### config.mk
export PLATFORM = sky130hd
export DESIGN_NAME = edge_monitor
export DESIGN_NICKNAME = d
export VERILOG_FILES = /design/src/rtl/edge_monitor_pkg.sv /design/src/rtl/edge_stretch.sv /design/src/rtl/edge_monitor.sv
export SDC_FILE = /design/constraint.sdc
export NUM_CORES = 1
export LEC_CHECK = 0
export BUFFER_PORTS_ARGS = -buffer_cell sky130_fd_sc_hd__buf_2
export CAP_MARGIN = 20
export CORE_MARGIN = 2
export CORE_UTILIZATION = 48
export DETAILED_ROUTE_END_ITERATION = 8
export GPL_TIMING_DRIVEN = 0
export PLACE_DENSITY = 0.85
export SYNTH_ARGS = -nofsm -noshare
export SYNTH_HDL_FRONTEND = slang
export SYNTH_SLANG_ARGS = --single-unit
### constraint.sdc
create_clock -name clk -period 3.4 [get_ports clk]
set_clock_uncertainty 0.05 [all_clocks]
set_input_delay 0.34 -clock clk [delete_from_list [all_inputs] [get_ports clk]]
set_output_delay 0.34 -clock clk [all_outputs]
set_load 0.005 [all_outputs]
### src/rtl/edge_monitor_pkg.sv
// edge_monitor_pkg: shared types and helpers for the edge_monitor block.
//   em_mode_e  - detection mode encoding (rise / fall / both / off)
//   em_state_e - priming FSM states
//   popcount   - number of set bits among the low 'width' bits of a vector
package edge_monitor_pkg;

  typedef enum logic [1:0] {EM_RISE, EM_FALL, EM_BOTH, EM_OFF} em_mode_e;

  typedef enum logic {EM_UNPRIMED, EM_PRIMED} em_state_e;

  // Widest supported bus and the count width needed to hold its popcount.
  localparam int unsigned EM_MAX_W = 32;
  localparam int unsigned EM_PC_W  = 6;

  // Counts set bits in v[width-1:0]; bits at or above 'width' are ignored.
  function automatic logic [EM_PC_W-1:0] popcount(input logic [EM_MAX_W-1:0] v,
                                                  input int unsigned        width);
    logic [EM_PC_W-1:0] n;
    n = '0;
    for (int unsigned i = 0; i < EM_MAX_W; i++) begin
      if ((i < width) && v[i]) n = n + EM_PC_W'(1);
    end
    return n;
  endfunction

endpackage

### src/rtl/edge_stretch.sv
// edge_stretch: per-bit reloadable pulse stretcher.
//   i_clk   - clock (posedge)
//   i_rst_n - synchronous active-low reset; drops the pulse at once
//   i_det   - one-cycle detect strobe; (re)starts the pulse
//   o_pulse - registered pulse, high for STRETCH cycles after the last detect
module edge_stretch #(
  parameter int unsigned STRETCH = 3
) (
  input  logic i_clk,
  input  logic i_rst_n,
  input  logic i_det,
  output logic o_pulse
);

  // The detect cycle itself is the first high cycle, so the counter holds
  // the number of extra cycles still to come.
  localparam logic [3:0] RELOAD = 4'(STRETCH - 1);

  logic [3:0] r_cnt;
  logic       r_pulse;

  always_ff @(posedge i_clk) begin
    if (!i_rst_n) begin
      r_cnt   <= '0;
      r_pulse <= 1'b0;
    end else if (i_det) begin
      r_cnt   <= RELOAD;
      r_pulse <= 1'b1;
    end else if (r_cnt != 4'd0) begin
      r_cnt   <= r_cnt - 4'd1;
      r_pulse <= 1'b1;
    end else begin
      r_pulse <= 1'b0;
    end
  end

  assign o_pulse = r_pulse;

endmodule

### src/rtl/edge_monitor.sv
// edge_monitor: multi-bit edge detector with sticky flags and event counter.
//   clk, rst_n  - clock (posedge) and synchronous active-low reset
//   din         - monitored bus (WIDTH bits)
//   mode        - 0 rise, 1 fall, 2 both, 3 off (applied to the current compare)
//   clr         - clears sticky flags and counter (a coincident edge survives)
//   edge_o      - per-bit edge pulse (stretched when EDGE_MONITOR_STRETCH_EN)
//   sticky_o    - per-bit flags, held until clr
//   any_edge_o  - OR of the detect vector
//   edge_cnt_o  - saturating count of detected bit-edges
// Build option: define EDGE_MONITOR_STRETCH_EN to hold each edge_o bit for
// STRETCH cycles (retriggerable); otherwise edge_o is a one-cycle pulse.
module edge_monitor
  import edge_monitor_pkg::*;
#(
  parameter int unsigned WIDTH   = 4,
  parameter int unsigned CNT_W   = 8,
  parameter int unsigned STRETCH = 3
) (
  input  logic             clk,
  input  logic             rst_n,
  input  logic [WIDTH-1:0] din,
  input  logic [1:0]       mode,
  input  logic             clr,
  output logic [WIDTH-1:0] edge_o,
  output logic [WIDTH-1:0] sticky_o,
  output logic             any_edge_o,
  output logic [CNT_W-1:0] edge_cnt_o
);

  localparam int unsigned CFG_OK = ((WIDTH >= 1) && (WIDTH <= EM_MAX_W) &&
                                    (STRETCH >= 1) && (STRETCH <= 15)) ? 1 : 0;

  // One spare bit above the wider of counter and popcount catches overflow.
  localparam int unsigned SUM_W = ((CNT_W > EM_PC_W) ? CNT_W : EM_PC_W) + 1;
  localparam logic [SUM_W-1:0] CNT_MAX = SUM_W'({CNT_W{1'b1}});

  if (CFG_OK == 0) begin : g_cfg_check
    $fatal(1, "edge_monitor: WIDTH must be 1..32 and STRETCH 1..15");
  end

  em_state_e          r_state;
  em_state_e          w_state_nxt;
  logic [WIDTH-1:0]   r_cur;
  logic [WIDTH-1:0]   w_det;
  logic [WIDTH-1:0]   r_sticky;
  logic               r_any;
  logic [CNT_W-1:0]   r_cnt;
  logic [EM_PC_W-1:0] w_pc;
  logic [SUM_W-1:0]   w_base;
  logic [SUM_W-1:0]   w_sum;
  logic [CNT_W-1:0]   w_cnt_nxt;

  // Priming FSM: state register.
  always_ff @(posedge clk) begin
    if (!rst_n) r_state <= EM_UNPRIMED;
    else        r_state <= w_state_nxt;
  end

  // Priming FSM: the first sample after reset only loads history.
  always_comb begin
    w_state_nxt = r_state;
    case (r_state)
      EM_UNPRIMED: w_state_nxt = EM_PRIMED;
      EM_PRIMED:   w_state_nxt = EM_PRIMED;
      default:     w_state_nxt = EM_UNPRIMED;
    endcase
  end

  // Previous sample of the bus.
  always_ff @(posedge clk) begin
    if (!rst_n) r_cur <= '0;
    else        r_cur <= din;
  end

  // Detect vector: current input against last sample, gated by mode.
  always_comb begin
    w_det = '0;
    if (r_state == EM_PRIMED) begin
      case (em_mode_e'(mode))
        EM_RISE: w_det = din & ~r_cur;
        EM_FALL: w_det = ~din & r_cur;
        EM_BOTH: w_det = din ^ r_cur;
        default: w_det = '0;
      endcase
    end
  end

  // Saturating counter next value; clr restarts from this cycle's edges.
  always_comb begin
    w_pc      = popcount(EM_MAX_W'(w_det), WIDTH);
    w_base    = clr ? '0 : SUM_W'(r_cnt);
    w_sum     = w_base + SUM_W'(w_pc);
    w_cnt_nxt = (w_sum > CNT_MAX) ? CNT_MAX[CNT_W-1:0] : w_sum[CNT_W-1:0];
  end

  // Unstretched status outputs.
  always_ff @(posedge clk) begin
    if (!rst_n) begin
      r_sticky <= '0;
      r_any    <= 1'b0;
      r_cnt    <= '0;
    end else begin
      r_sticky <= clr ? w_det : (r_sticky | w_det);
      r_any    <= |w_det;
      r_cnt    <= w_cnt_nxt;
    end
  end

  assign sticky_o   = r_sticky;
  assign any_edge_o = r_any;
  assign edge_cnt_o = r_cnt;

`ifdef EDGE_MONITOR_STRETCH_EN
  logic [WIDTH-1:0] w_edge_str;

  for (genvar g = 0; g < WIDTH; g++) begin : g_stretch
    edge_stretch #(
      .STRETCH (STRETCH)
    ) u_stretch (
      .i_clk   (clk),
      .i_rst_n (rst_n),
      .i_det   (w_det[g]),
      .o_pulse (w_edge_str[g])
    );
  end

  assign edge_o = w_edge_str;
`else
  logic [WIDTH-1:0] r_edge;

  // One-cycle edge pulse.
  always_ff @(posedge clk) begin
    if (!rst_n) r_edge <= '0;
    else        r_edge <= w_det;
  end

  assign edge_o = r_edge;
`endif

endmodule
### Yosys cells after proc, flatten, opt, wreduce, memory -nomap -nowiden

Cells that the tools add are included.

| word-level totals | value |
|---|---|
| register bits | 22 |
| input port bits | 9 |
| word-level logic and storage cells | 31 |

| cells by class | value |
|---|---|
| add/subtract/negate cells | 4 |
| $lt $le $gt $ge | 1 |
| eq/ne operators | 2 |
| multiplexer cells | 10 |
| bitwise operators | 6 |
| reduce and logical (&&, ||, !) cells | 2 |

Operators with widths:

| operator | count |
|---|---|
| 6-bit by 1-bit adder with 6-bit output, second input constant | 3 |
| 6-bit two-way mux | 3 |
| 8-bit two-way mux | 2 |
| 4-bit case mux with 3 select lines | 1 |
| 8-bit by 6-bit adder with 9-bit output | 1 |
| 9-bit by 8-bit greater-than comparator with 1-bit output, second input constant | 1 |
| 4-bit bitwise AND | 2 |
| 4-bit two-way mux | 2 |
| 4-bit NOT | 2 |
| 4-bit OR | 1 |
| 4-bit OR reduction | 1 |
| 4-bit bitwise XOR | 1 |
| 2-bit by 1-bit equality test with 1-bit output, second input constant | 1 |
| 2-bit equality test, second input constant | 1 |
| 2-bit logical NOT | 1 |
| 1-bit two-way mux | 2 |

### Depth between registers and ports, before layout

| depth | value |
|---|---|
| depth after elaboration | 14 |
| mapped depth | 17 |
| gate-level depth less buffers | 16 |

### Least setup slack after synthesis

Ideal clock, no wire load.

| path | value |
|---|---|
| path kind | input to register |
| start point | input din[0] |
| end point | register r_cnt[5] (netlist: edge_cnt_o[5]) |
| library setup time | 120 ps |
| arrival time | 3,248 ps |
| data required time | 3,230 ps |
| setup slack | -18 ps |
| stages on the path | 14 |
| buffers on the path | 1 |
| cell sequence | inv_1 > ha_1 > a211oi_1 > o21ai_0 > ha_1 > xor2_1 > xnor2_1 > ha_1 > fa_1 > a21oi_1 > o21ai_0 > and4_1 > clkbuf_1 > o31a_1 |

| on the way | value |
|---|---|
| longest elaborated chain between the ends | 14 |

RTL lines:

| element | RTL line | source |
|---|---|---|
| start, declared | edge_monitor.sv:21 | `input logic [WIDTH-1:0] din,` |
| 4-bit NOT | edge_monitor.sv:81 | `EM_FALL: w_det = ~din & r_cur;` |
| 4-bit bitwise AND | edge_monitor.sv:81 |  |
| 4-bit case mux with 3 select lines (*) | edge_monitor.sv:79 | `case (em_mode_e'(mode))` |
| 4-bit two-way mux (*) | edge_monitor.sv:78 | `if (r_state == EM_PRIMED) begin` |
| 1-bit two-way mux (*) | edge_monitor_pkg.sv:21 | `if ((i < width) && v[i]) n = n + EM_PC_W'(1);` |
| 6-bit by 1-bit adder with 6-bit output | edge_monitor_pkg.sv:21 |  |
| 6-bit two-way mux (*) | edge_monitor_pkg.sv:21 |  |
| 6-bit by 1-bit adder with 6-bit output | edge_monitor_pkg.sv:21 |  |
| 6-bit two-way mux (*) | edge_monitor_pkg.sv:21 |  |
| 6-bit by 1-bit adder with 6-bit output | edge_monitor_pkg.sv:21 |  |
| 6-bit two-way mux (*) | edge_monitor_pkg.sv:21 |  |
| 8-bit by 6-bit adder with 9-bit output (*) | edge_monitor.sv:92 | `w_sum = w_base + SUM_W'(w_pc);` |
| 9-bit by 8-bit greater-than comparator with 1-bit output | edge_monitor.sv:93 | `w_cnt_nxt = (w_sum > CNT_MAX) ? CNT_MAX[CNT_W-1:0] : w_sum[CNT_W-1:0];` |
| 8-bit two-way mux (*) | edge_monitor.sv:93 |  |
| end signal, assigned | edge_monitor.sv:105 | `r_cnt <= w_cnt_nxt;` |
| end, declared | edge_monitor.sv:47 | `logic [CNT_W-1:0] r_cnt;` |

Mark *: on every way between the ends. The rest lies on a longest branch, timed or not.
A chain may end at the register's enable or synchronous reset.

### Worst setup path in the final report

| path | value |
|---|---|
| start point | register r_cur[1] |
| end point | register r_cnt[5] (netlist: edge_cnt_o[5]) |

| on the way | value |
|---|---|
| longest elaborated chain between the ends | 12 |

RTL lines:

| element | RTL line | source |
|---|---|---|
| start, declared | edge_monitor.sv:43 | `logic [WIDTH-1:0] r_cur;` |
| start signal, assigned | edge_monitor.sv:72 | `else r_cur <= din;` |
| 4-bit NOT | edge_monitor.sv:80 | `EM_RISE: w_det = din & ~r_cur;` |
| 4-bit bitwise AND | edge_monitor.sv:80 |  |
| 4-bit case mux with 3 select lines (*) | edge_monitor.sv:79 |  |
| 4-bit two-way mux (*) | edge_monitor.sv:78 |  |
| 6-bit two-way mux (*) | edge_monitor_pkg.sv:21 |  |
| 6-bit by 1-bit adder with 6-bit output | edge_monitor_pkg.sv:21 |  |
| 6-bit two-way mux (*) | edge_monitor_pkg.sv:21 |  |
| 6-bit by 1-bit adder with 6-bit output | edge_monitor_pkg.sv:21 |  |
| 6-bit two-way mux (*) | edge_monitor_pkg.sv:21 |  |
| 8-bit by 6-bit adder with 9-bit output (*) | edge_monitor.sv:92 |  |
| 9-bit by 8-bit greater-than comparator with 1-bit output | edge_monitor.sv:93 |  |
| 8-bit two-way mux (*) | edge_monitor.sv:93 |  |

Marks and branches as above.

==> flow_summary.html <==
<table>
<tr><th>Metric</th><th>Value</th></tr>
<tr><th colspan="2">Pwr</th></tr>
<tr><td>Areal power density over the cells</td><td>between 300 and 400 nW/um^2</td></tr>
<tr><td>Max IR drop VDD</td><td>approximately 0.00023 V</td></tr>
<tr><td>Overall power of the completed layout</td><td>586.6 uW</td></tr>
<tr><td>Combinational Power Share</td><td>18.8%</td></tr>
<tr><td>Clock power share</td><td>33.6%</td></tr>
<tr><td>NetSw</td><td>145.2 uW</td></tr>
<tr><td>Flop pwr share</td><td>47.6%</td></tr>
<tr><td>Internal power</td><td>approximately 440 uW</td></tr>
<tr><td>Static leakage</td><td>roughly 0.8 nW</td></tr>
<tr><td>Proportion of total power due to net switching</td><td>24.76%</td></tr>
<tr><th colspan="2">Layout</th></tr>
<tr><td>Ant diodes</td><td>0</td></tr>
<tr><td>Core occupancy in the finished layout</td><td>62.31%</td></tr>
<tr><td>Filler Cell Count</td><td>236</td></tr>
<tr><td>Area taken by flip-flops and latches</td><td>441.7 sq um</td></tr>
<tr><td>Fraction of final layout cells sized beyond drive strength 1</td><td>27.93%</td></tr>
<tr><td>Area occupied by multi-input gates</td><td>787.0 sq um</td></tr>
<tr><td>Area growth from synthesis to final layout</td><td>21.82%</td></tr>
<tr><td>Nets</td><td>roughly 210</td></tr>
<tr><th colspan="2">Route</th></tr>
<tr><td>Total vias in the final route</td><td>about 1,100</td></tr>
<tr><td>Drt total wl</td><td>~2.6 mm</td></tr>
<tr><td>Avg WL per Cell</td><td>roughly 12 um</td></tr>
<tr><td>Residual DRC count</td><td>0</td></tr>
<tr><td>DRT iter0 DRCs</td><td>28</td></tr>
<tr><td>Remaining antenna violation count after routing</td><td>0</td></tr>
<tr><td>Detailed-routing iteration count for the pre-antenna-repair pass</td><td>4</td></tr>
<tr><td>Mean number of vias per cell</td><td>~5.3</td></tr>
<tr><th colspan="2">Synth</th></tr>
<tr><td>Portion of the post-synthesis area used by sequential elements</td><td>34.44%</td></tr>
<tr><td>Number of instances in the synthesized netlist</td><td>roughly 150</td></tr>
<tr><td>Area of the mapped netlist</td><td>1279 sq um</td></tr>
<tr><td>Seq cells post-synth</td><td>22</td></tr>
<tr><td>Cell with the most instances after synthesis</td><td>sky130_fd_sc_hd__dfxtp_1</td></tr>
<tr><td>Yosys top cell area share</td><td>34.44%</td></tr>
<tr><td>Commonest cells in the netlist</td><td>sky130_fd_sc_hd__dfxtp_1, sky130_fd_sc_hd__nor2_1, sky130_fd_sc_hd__inv_1</td></tr>
<tr><td>Share of flip-flops with an asynchronous set or reset after synthesis</td><td>0%</td></tr>
<tr><td>Count of different cell masters after synthesis</td><td>39</td></tr>
<tr><td>Prevailing post-synth register cell</td><td>sky130_fd_sc_hd__dfxtp_1</td></tr>
<tr><td>Cell taking the most area after synthesis</td><td>sky130_fd_sc_hd__dfxtp_1</td></tr>
<tr><td>Number of warnings issued by yosys</td><td>0</td></tr>
<tr><td>EDFF count, synth</td><td>0</td></tr>
<tr><td>Avg Cell Area, Syn</td><td>8.699 sq um</td></tr>
<tr><td>Cell types with the largest area share after synthesis</td><td>sky130_fd_sc_hd__dfxtp_1, sky130_fd_sc_hd__ha_1, sky130_fd_sc_hd__nor2_1</td></tr>
<tr><td>Post-Synthesis Net Count</td><td>173</td></tr>
<tr><th colspan="2">Timing</th></tr>
<tr><td>Min cycle time layout</td><td>roughly 3.2 ns</td></tr>
<tr><td>Endpoints failing setup</td><td>0</td></tr>
<tr><td>Final critical-path share of the clock period</td><td>around 94%</td></tr>
<tr><td>Final worst setup slack</td><td>roughly 0.21 ns</td></tr>
<tr><td>Slew at the pin closest to its max-slew limit</td><td>0.5321 ns</td></tr>
<tr><td>Fmax</td><td>313.4 MHz</td></tr>
<tr><td>Worst hold-check slack</td><td>0.1613 ns</td></tr>
<tr><td>Relative max-transition margin</td><td>roughly 65%</td></tr>
<tr><td>Total count of hold-check failures in the final report</td><td>0</td></tr>
<tr><td>Total negative slack for setup checks</td><td>0 ns</td></tr>
<tr><td>Total count of max-transition violations in the final report</td><td>0</td></tr>
<tr><th colspan="2">Worst setup path</th></tr>
<tr><td>Critical path launch point</td><td>r_cur[1]</td></tr>
<tr><td>Reg-to-reg critical path startpoint</td><td>r_cur[1]</td></tr>
<tr><td>Type of the setup path with the least slack</td><td>reg2reg</td></tr>
<tr><td>Nature of the critical path startpoint</td><td>flip-flop</td></tr>
<tr><td>Capturing element type of the critical path</td><td>flip-flop</td></tr>
<tr><td>Data arrival time at the worst-slack endpoint</td><td>3.34 ns</td></tr>
<tr><td>Worst path required time</td><td>3.55 ns</td></tr>
<tr><td>Maximum net fanout on the critical path</td><td>6</td></tr>
<tr><th colspan="2">GRT</th></tr>
<tr><td>First-pass GRT wire length</td><td>4.264 mm</td></tr>
<tr><td>Pin count of the biggest net entering global routing</td><td>14</td></tr>
<tr><td>Total overflow reported by the global router</td><td>0</td></tr>
<tr><td>Vias in the first global route</td><td>approximately 1,000</td></tr>
<tr><td>Initial antenna violation count</td><td>0</td></tr>
<tr><td>Overall global routing resource usage</td><td>17.04%</td></tr>
<tr><th colspan="2">Clocking</th></tr>
<tr><td>Clk Tree Root Cell</td><td>sky130_fd_sc_hd__clkbuf_4</td></tr>
<tr><td>Clock buffers created by TritonCTS</td><td>3</td></tr>
<tr><td>Buffers from clock root to sink, at most</td><td>2</td></tr>
<tr><td>Skew-Pair Late Insertion Delay</td><td>0.31 ns</td></tr>
<tr><td>H-tree levels</td><td>1</td></tr>
<tr><td>TritonCTS clock tree</td><td>yes</td></tr>
<tr><td>Hold bufs inserted after CTS</td><td>0</td></tr>
<tr><td>Clock transition time at the flip-flop clock pins of the worst setup and hold paths</td><td>between 0.1 and 0.15 ns</td></tr>
<tr><td>CTS sink cnt</td><td>22</td></tr>
<tr><th colspan="2">Placement</th></tr>
<tr><td>Pre-CTS setup slack</td><td>-0.5402 ns</td></tr>
<tr><td>Number of I/O port buffers</td><td>25</td></tr>
<tr><td>Post-DP HPWL</td><td>1.916 mm</td></tr>
<tr><td>GP Congestion</td><td>just under 0.8</td></tr>
<tr><th colspan="2">Floorplan</th></tr>
<tr><td>Die Wd</td><td>roughly 56 um</td></tr>
<tr><td>Area of the die</td><td>just over 3000 sq um</td></tr>
<tr><td>Floorplan Core Area</td><td>2500 sq um</td></tr>
<tr><td>Top-level port count</td><td>26</td></tr>
<tr><td>Row cnt</td><td>18</td></tr>
<tr><td>Initial standard-cell utilization of the core</td><td>51.15%</td></tr>
<tr><td>DIE HEIGHT</td><td>between 50 and 60 um</td></tr>
<tr><th colspan="2">Status</th></tr>
<tr><td>Outcome</td><td>completed</td></tr>
<tr><th colspan="2">Run</th></tr>
<tr><td>Max-capacitance violation count</td><td>0</td></tr>
<tr><th colspan="2">Min path</th></tr>
<tr><td>Worst hold path type</td><td>in2reg</td></tr>
<tr><td>Startpoint of the most critical hold path</td><td>rst_n</td></tr>
</table>
==> worst max-delay path: stages (launching register included) <==
cell                       delay [ns]
sky130_fd_sc_hd__dfxtp_2         0.34
sky130_fd_sc_hd__ha_1            0.29
sky130_fd_sc_hd__a211oi_2        0.24
sky130_fd_sc_hd__o21ai_2         0.12
sky130_fd_sc_hd__ha_1            0.32
sky130_fd_sc_hd__xor2_1          0.18
sky130_fd_sc_hd__xnor2_1         0.15
sky130_fd_sc_hd__ha_1            0.23
sky130_fd_sc_hd__fa_2            0.36
sky130_fd_sc_hd__a21oi_1         0.18
sky130_fd_sc_hd__o21ai_2         0.10
sky130_fd_sc_hd__and4_4          0.22
sky130_fd_sc_hd__o31a_1          0.30
==> worst paths after layout <==
check / end / depth (start not counted) / slack [ns]
max: edge_cnt_o[5] / 12 / 0.21
min reg2reg: sticky_o[1] / 2 / 0.42
min: r_state / 1 / 0.16
max reg2reg: edge_cnt_o[5] / 12 / 0.21
==> logic make-up (layout without fill, tap and decap cells) <==
family	Yosys count	in the layout	synth area share, %
adders and majority gates	17	17	17.22
and+or+nand+nor	52	52	21.72
xor gates and xnor gates	6	6	4.110
DFF	22	22	34.44
AOI/OAI and AO/OA	25	25	13.70
buffers and inverters	22	54	6.849
muxes	2	2	1.663
other	1	1	0.2933
==> final cells by class <==
type                            count  share of cell area, %
Timing Repair Buffer               29                  9.960
Clock inverter                      1                  1.928
Clock buffer                        3                  1.446
Inverter                           18                  4.337
Buffer                              3                  1.044
Tap cell                           30                  2.410
Sequential cell                    22                  28.35
Multi-Input combinational cell    103                  50.52
==> state kept, by name, summed over array words and instances (netlist names) <==
signal	count
r_cur	4
edge_o	4
sticky_o	4
edge_cnt_o	8
r_state	1
any_edge_o	1
==> routing by layer <==
layer,share of wire (%),up-vias,GRT usage (%)
met5,0,-,0
li1,-,547,-
met3,4.5,4,3.488
met2,52,26,33.16
met1,42,524,17.76
met4,0.93,0,5.923
==> placed cells by master, fill, tap and decap left out, drive strengths merged, types with 4 or more instances in the layout <==
cell type / Yosys / routed
inv: 17 / 17
dfxtp: 22 / 22
ha: 16 / 16
buf: 2 / 31
nor2b: 4 / 4
clkbuf: 2 / 4
o21ai: 5 / 5
nor2: 21 / 21
a21oi: 10 / 10
nand2: 7 / 7
==> power groups by stage <==
stage	clock network, mW	registers [mW]	logic (mW)
after floorplan	0	0.286	0.0666
after global placement	0	0.284	0.0963
after detailed placement	0	0.285	0.101
after CTS	0.204	0.279	0.106
after global routing	0.213	0.281	0.125
final	0.197	0.279	0.110
==> repair_timing <==
| action | 4_1_cts | 5_1_grt |
|---|---|---|
| buffers inserted | 1 | 3 |
| cloned | 0 | 0 |
| gates resized for setup | 5 | 9 |
| pin swaps | 1 | 4 |
| endpoints found under the setup margin | 7 | 7 |
==> metrics by stage <==
| stage | cells | instance area, sq um |
|---|---|---|
| 2_1_floorplan | 147 | 1279 |
| 3_3_place_gp | 202 | 1441 |
| 3_5_place_dp | 202 | 1441 |
| 4_1_cts | 206 | 1515 |
| 5_1_grt | 209 | 1558 |
| 6_report | 209 | 1558 |
Note: power is estimated with default switching activity, not from simulation.
